File: config.mk
export PLATFORM = sky130hd
export DESIGN_NAME = tag_array_ctrl
export DESIGN_NICKNAME = d
export VERILOG_FILES = /design/src/rtl/tag_array_ctrl.sv
export SDC_FILE = /design/constraint.sdc
export NUM_CORES = 1
export LEC_CHECK = 0
export BUFFER_PORTS_ARGS = -buffer_cell sky130_fd_sc_hd__clkbuf_2
export CAP_MARGIN = 0
export CORE_ASPECT_RATIO = 1.25
export CORE_MARGIN = 2
export CORE_UTILIZATION = 43
export DETAILED_ROUTE_END_ITERATION = 6
export HOLD_SLACK_MARGIN = 0.06
export PLACE_DENSITY = 0.87
export SLEW_MARGIN = 20
export SYNTH_ARGS = -nofsm -noshare
export SYNTH_HDL_FRONTEND = slang
export SYNTH_SLANG_ARGS = --single-unit
export TNS_END_PERCENT = 1
File: constraint.sdc
create_clock -name clk -period 4.1 [get_ports clk]
set_clock_uncertainty 0.2 [all_clocks]
set_input_delay 0.205 -clock clk [delete_from_list [all_inputs] [get_ports clk]]
set_output_delay 0.205 -clock clk [all_outputs]
set_load 0.02 [all_outputs]
File: src/rtl/tag_array_ctrl.sv
// tag_array_ctrl: initiator-side controller for the L1 tag RAM (one read port, one write port).
// After reset or flush it zeroes every entry. Outside a sweep it passes tag updates
// straight to the write port and answers client lookups exactly one cycle after acceptance.
//
// Handshakes: a transfer happens on a rising edge where valid and ready are both high.
// The client may hold valid high while ready is low. Ready never depends on the same
// port's valid. Update data is written in the same cycle it is accepted.
//
// Optional feature macro: TAG_BYPASS_EN.
//   Defined:   a lookup that collides with a same-cycle update to the same index is
//              still accepted, and its response comes from a registered copy of the update.
//   Undefined: a colliding lookup is held off for one cycle, then reads the new value from the RAM.
// Either way, a RAM read-during-write result never reaches the client.
module tag_array_ctrl #(
    parameter int ADDR_W = 7,
    parameter int DATA_W = 24
) (
    input  logic              clk,
    input  logic              rst,
    input  logic              req_valid,
    output logic              req_ready,
    input  logic [ADDR_W-1:0] req_addr,
    output logic              resp_valid,
    output logic [DATA_W-1:0] resp_data,
    input  logic              upd_valid,
    output logic              upd_ready,
    input  logic [ADDR_W-1:0] upd_addr,
    input  logic [DATA_W-1:0] upd_data,
    input  logic              flush,
    output logic              busy,
    output logic [ADDR_W-1:0] ram_raddr,
    output logic              ram_re,
    input  logic [DATA_W-1:0] ram_rd,
    output logic [ADDR_W-1:0] ram_waddr,
    output logic [DATA_W-1:0] ram_wr,
    output logic              ram_we
);

    typedef enum logic {
        ST_SWEEP = 1'b0,
        ST_RUN   = 1'b1
    } state_e;

    localparam logic [ADDR_W:0] CNT_ONE  = {{ADDR_W{1'b0}}, 1'b1};
    localparam logic [ADDR_W:0] CNT_LAST = {1'b0, {ADDR_W{1'b1}}};

    state_e            state_q;
    logic [ADDR_W:0]   cnt_q;        // one spare bit so the sweep index cannot wrap
    logic              resp_valid_q;
    logic [DATA_W-1:0] resp_hold_q;  // last delivered response, shown while idle
    logic [DATA_W-1:0] resp_now;     // response value for the current response cycle
    logic              in_sweep;
    logic              in_run;
    logic              same_addr;
    logic              fire;

    // All port-facing enables are forced low while rst is high.
    assign in_sweep  = (state_q == ST_SWEEP) && !rst;
    assign in_run    = (state_q == ST_RUN) && !rst;
    assign same_addr = upd_valid && (upd_addr == req_addr);

`ifdef TAG_BYPASS_EN
    logic              byp_q;
    logic [DATA_W-1:0] byp_data_q;

    assign req_ready = in_run;
    assign resp_now  = byp_q ? byp_data_q : ram_rd;

    // Remember a same-index update that collided with an accepted lookup.
    always_ff @(posedge clk) begin
        if (rst) begin
            byp_q      <= 1'b0;
            byp_data_q <= '0;
        end else begin
            byp_q <= fire && same_addr;
            if (fire && same_addr) begin
                byp_data_q <= upd_data;
            end
        end
    end
`else
    assign req_ready = in_run && !same_addr;
    assign resp_now  = ram_rd;
`endif

    assign fire      = req_valid && req_ready;
    assign upd_ready = in_run;
    assign busy      = (state_q == ST_SWEEP) || rst;

    // The RAM ports are driven by the sweep or, outside a sweep, by the client and updater.
    always_comb begin
        ram_re    = fire;
        ram_raddr = req_addr;
        ram_we    = 1'b0;
        ram_waddr = upd_addr;
        ram_wr    = upd_data;
        if (in_sweep) begin
            ram_we    = 1'b1;
            ram_waddr = cnt_q[ADDR_W-1:0];
            ram_wr    = '0;
        end else if (in_run) begin
            ram_we = upd_valid;
        end
    end

    // Sweep/run state machine. A flush in either state restarts the sweep at index 0.
    always_ff @(posedge clk) begin
        if (rst) begin
            state_q <= ST_SWEEP;
            cnt_q   <= '0;
        end else begin
            case (state_q)
                ST_SWEEP: begin
                    if (flush) begin
                        cnt_q <= '0;
                    end else if (cnt_q == CNT_LAST) begin
                        state_q <= ST_RUN;
                        cnt_q   <= '0;
                    end else begin
                        cnt_q <= cnt_q + CNT_ONE;
                    end
                end
                ST_RUN: begin
                    if (flush) begin
                        state_q <= ST_SWEEP;
                        cnt_q   <= '0;
                    end
                end
                default: begin
                    state_q <= ST_SWEEP;
                    cnt_q   <= '0;
                end
            endcase
        end
    end

    // The response pulse follows acceptance by one cycle. The value is held until the next response.
    always_ff @(posedge clk) begin
        if (rst) begin
            resp_valid_q <= 1'b0;
            resp_hold_q  <= '0;
        end else begin
            resp_valid_q <= fire;
            if (resp_valid_q) begin
                resp_hold_q <= resp_now;
            end
        end
    end

    assign resp_valid = resp_valid_q && !rst;
    assign resp_data  = resp_valid_q ? resp_now : resp_hold_q;

endmodule

[After elaboration in Yosys (flattened, before gate mapping)]
Index checks and enable logic that the tools add are counted.
Word-level totals
  input port bits: 67
  word-level logic and storage cells: 31
  register bits: 34
Operators by class
  mux-type cells: 13
  reductions and logical operators: 9
  bitwise gates (word level): 1
  add/subtract/negate cells: 1
  equal/unequal tests: 3
Operators by type and width (count)
  $mux 24: 2
  $mux 8: 3
  $pmux 8 s2: 1
  $add 8x1->8 const B: 1
  $eq 8x7->1 const B: 1
  $eq 7x7->1: 1
  $mux 7: 1
  $logic_and 1x1->1: 6
  $mux 1: 5
  $logic_not 1->1: 2
  $ne 2x2->1 const B: 1
  $pmux 1 s2: 1
  $logic_or 1x1->1: 1
  $not 1->1: 1

[Logic depth before layout (Yosys ltp)]
  depth after elaboration: 5
  depth in mapped cells: 6

[Worst setup path after synthesis]
OpenSTA, ideal clock, no wires.
  kind: register to output
  from: register state_q
  to: output ram_re
  arrival: 1.826 ns
  stages on the path, launching flop included: 6
  required time: 3.695 ns
  path slack: 1.869 ns
  path through: dfxtp_1 buf_6 nor2b_1 inv_1 a21oi_1 and2_1
Between the ends
  word-level cells in the longest chain between the ends: 3
RTL lines
  start: declaration: RTL line 47  | state_e state_q;
  start signal: assignment: RTL line 109  | state_q <= ST_SWEEP;
  start signal: assignment: RTL line 117  | state_q <= ST_RUN;
  start signal: assignment: RTL line 125  | state_q <= ST_SWEEP;
  $logic_and 1x1->1: RTL line 59  | assign in_run = (state_q == ST_RUN) && !rst;
  net upd_ready: RTL line 26  | output logic upd_ready,
  $logic_and 1x1->1: RTL line 82  | assign req_ready = in_run && !same_addr;
  net req_ready: RTL line 21  | output logic req_ready,
  $logic_and 1x1->1: RTL line 86  | assign fire = req_valid && req_ready;
  end: declaration: RTL line 32  | output logic ram_re,
The timed path passes the listed nets, and every way through them passes these cells.

[Worst setup path after layout]
  from: input rst
  to: output ram_waddr[5]
Between the ends
  word-level cells in the longest chain between the ends: 3
RTL lines
  start: declaration: RTL line 19  | input logic rst,
  $logic_not 1->1: RTL line 58  | assign in_sweep = (state_q == ST_SWEEP) && !rst;
  $logic_and 1x1->1: RTL line 58
  $mux 7: RTL line 97  | if (in_sweep) begin
  end: declaration: RTL line 34  | output logic [ADDR_W-1:0] ram_waddr,
Every way passes these cells.

==> results.sh <==
export IMPL_cts_root_buf="clkbuf_8"
export IMPL_yosysSeqAreaShare_pct=37.8
export IMPL_drv_cap=0
export IMPL_cp_top_family="simple AND/OR/NAND/NOR gates"
export IMPL_final_hold_viol_count=0
export IMPL_fill_cells=352
export IMPL_syn_avg_cell_area_um2=9.63
export IMPL_drc=0
export IMPL_synthTopCellsByCount="nor2b_1 (50), dfxtp_1 (34), mux2_2 (31)"
export IMPL_placed_cells=361
export IMPL_finalCriticalPeriod_ps=2340
export IMPL_synth_top_area_cell="dfxtp_1"
export IMPL_min_from="ram_rd[18]"
export IMPL_place_hpwl_um=3310
export IMPL_nets=382
export IMPL_row_count=26
export IMPL_path_clk_slew_ps=60
export IMPL_synth_most_common_cell="nor2b_1"
export IMPL_yosysUniqueCellTypes=31
export IMPL_via_per_inst=4.68
export IMPL_async_reset_ff_share_pct=0
export IMPL_antenna_cells=0
export IMPL_p_leak_nw=1.30
export IMPL_r2r_start="resp_valid_q"
export IMPL_reg2reg_depth=2
export IMPL_critPathMaxStageDelay_ps=790
export IMPL_dieWidth_um=61.9
export IMPL_path_max_fanout=33
export IMPL_required_ps=3690
export IMPL_antenna_found_initial=0
export IMPL_fmax_ghz=0.428
export IMPL_vias=1730
export IMPL_post_cts_buffers=0
export IMPL_worst_setup_path_start_kind="input port"
export IMPL_drv_slew=0
export IMPL_synth_warnings=0
export IMPL_wirelength_um=4070
export IMPL_fin_crit_sh_pct=57.0
export IMPL_io_buffers=134
export IMPL_wl_per_cell_um=11.0
export IMPL_clock_path_buffers=2
export IMPL_gp_congestion=0.793
export IMPL_cts_tree="yes"
export IMPL_drtPass1Iterations=4
export IMPL_arrival_ps=1930
export IMPL_syn_num_nets=255
export IMPL_area_growth_pct=41.5
export IMPL_synth_edf_count=0
export IMPL_netlist_instances=187
export IMPL_cts_buffers=5
export IMPL_finalSetupViolCount=0
export IMPL_worstHoldPathCells=3
export IMPL_grt_pass1_wl_um=6560
export IMPL_core_area_um2=4070
export IMPL_rsz0062_at_grt="false"
export IMPL_slew_headroom_pct=32.4
export IMPL_powerDensity_nw_per_um2=264
export IMPL_cts_hold_buf=2
export IMPL_overflow=0
export IMPL_synth_cell_area_um2=1800
export IMPL_path_class="input port to output port"
export IMPL_cp_common_cell="clkbuf_2"
export IMPL_netlist_top_cells_area="dfxtp_1 (38%), mux2_2 (19%), nor2b_1 (17%)"
export IMPL_drtIter0Drc=36
export IMPL_fin_cells=370
export IMPL_yosys_register_bits=34
export IMPL_path_buf_inv=2
export IMPL_max_vdd_ir_drop_mv=0.123
export IMPL_fin_tns_setup_ps=0
export IMPL_clock_sinks=34
export IMPL_postRouteAntennaNets=0
export IMPL_crit_chain="clkbuf_2 > nor2_2 > mux2_2 > clkbuf_2"
export IMPL_pre_cts_ws_ps=1730
export IMPL_dieArea_um2=4730
export IMPL_insertion_delay_ps=280
export IMPL_ios=135
export IMPL_post_route_util_pct=62.7
export IMPL_setup_slack_ps=1760
export IMPL_grt_pass1_vias=1597
export IMPL_r2r_setup_slack_ps=2210
export IMPL_slowest_stage="nor2_2"
export IMPL_finalPower_uw=673
export IMPL_cts_resized=0
export IMPL_dieHeight_um=76.4
export IMPL_r2r_end="resp_hold_q[8]"
export IMPL_regArea_um2=681
export IMPL_endpoint_kind="output port"
export IMPL_synthFlopType="dfxtp_1"
export IMPL_track_usage_pct=17.8
export IMPL_multi_input_area_um2=1010
export IMPL_htree_num_levels=2
export IMPL_drive_gt1_share_pct=56.1
export IMPL_yosysTopAreaCellShare_pct=37.8
export IMPL_worst_pin_slew_ps=1010
export IMPL_initial_core_util_pct=44.3
export IMPL_hold_end="resp_hold_q[18]"
export IMPL_status="finished clean"
export IMPL_grt_start_max_net_pins=34
export IMPL_hp_class="input port to flop"
[where the power goes]
part	internal [mW]	switching [mW]	leakage, nW
registers	0.331	0.00144	0.274
clock network	0.114	0.109	0.0438
logic	0.0535	0.0635	0.987
total	0.498	0.174	1.30
[flip-flops by register name, indices dropped and copies added (netlist names)]
register	flops
resp_valid_q	1
resp_hold_q	24
state_q	1
cnt_q	8
[layer usage]
metal | GRT usage, % | share of wire, % | wire, µm | vias up
li1 | - | - | - | 873
met1 | 18.7 | 38 | 1550 | 757
met5 | 0 | 0 | 0 | -
met4 | 5.32 | 1.2 | 49 | 0
met2 | 32.2 | 52 | 2110 | 94
met3 | 5.26 | 8.8 | 357 | 6
[cells in the final DEF, fill, tap and decap left out, drive strengths merged]
| cell type | netlist | routed |
|---|---|---|
| or4 | 1 | 1 |
| nor4 | 2 | 2 |
| inv | 2 | 2 |
| dfxtp | 34 | 34 |
| or3 | 1 | 1 |
| xor2 | 7 | 7 |
| clkinv | 0 | 2 |
| o211ai | 1 | 1 |
| xnor2 | 1 | 1 |
| and3b | 1 | 1 |
| clkbuf | 5 | 139 |
| ha | 1 | 1 |
| nand3 | 4 | 4 |
| mux2i | 3 | 3 |
| o21ai | 2 | 2 |
| buf | 12 | 1 |
| nor2b | 50 | 50 |
| nor2 | 3 | 3 |
| dlygate4sd3 | 0 | 2 |
| nand2 | 7 | 7 |
| nand2b | 1 | 1 |
| nor3 | 5 | 5 |
| a31oi | 2 | 2 |
| a21oi | 6 | 6 |
| a41oi | 1 | 1 |
| mux2 | 31 | 31 |
| and3 | 1 | 1 |
| and4 | 1 | 1 |
| and2 | 2 | 2 |
[layout make-up]
| class | instances | share of cell area [%] |
|---|---|---|
| Tap cell | 56 | 2.75 |
| Clock inverter | 2 | 0.393 |
| Clock buffer | 5 | 2.70 |
| Inverter | 2 | 0.295 |
| Multi-Input combinational cell | 134 | 39.8 |
| Timing Repair Buffer | 137 | 27.4 |
| Sequential cell | 34 | 26.7 |
[worst max-delay path by stage]
stage | startpoint | endpoint | slack (ps) | depth (start not counted)
after CTS | rst | ram_waddr[5] | 1720 | 4
after global placement | rst | ram_waddr[0] | 1770 | 4
final | rst | ram_waddr[5] | 1760 | 4
after global routing | rst | ram_waddr[4] | 1550 | 4
after detailed placement | rst | ram_waddr[5] | 1730 | 4
after floorplan | state_q | ram_re | 1870 | 5
[per-stage QoR]
stage                     hold slack, ps  area, µm²
after floorplan                     81.6       1800
after global placement               220       2450
after detailed placement             224       2450
after CTS                           80.4       2550
after global routing                86.9       2550
final                               88.4       2550
[cells by family (layout without fill, tap and decap cells)]
kind of cell	count (synthesis)	in the layout	synth area share [%]
flops	34	34	37.8
mux	34	34	21.0
compound gates	12	12	4.44
fa+ha+maj	1	1	0.694
simple gates	79	79	26.0
buf+inv	19	146	6.11
xor+xnor	8	8	3.89
[worst register-to-register path: stages (launching register included)]
cell and delay [ps]:
dfxtp_1 980, mux2_2 440, nor2b_1 130
Power figures use the tool's default switching activity.
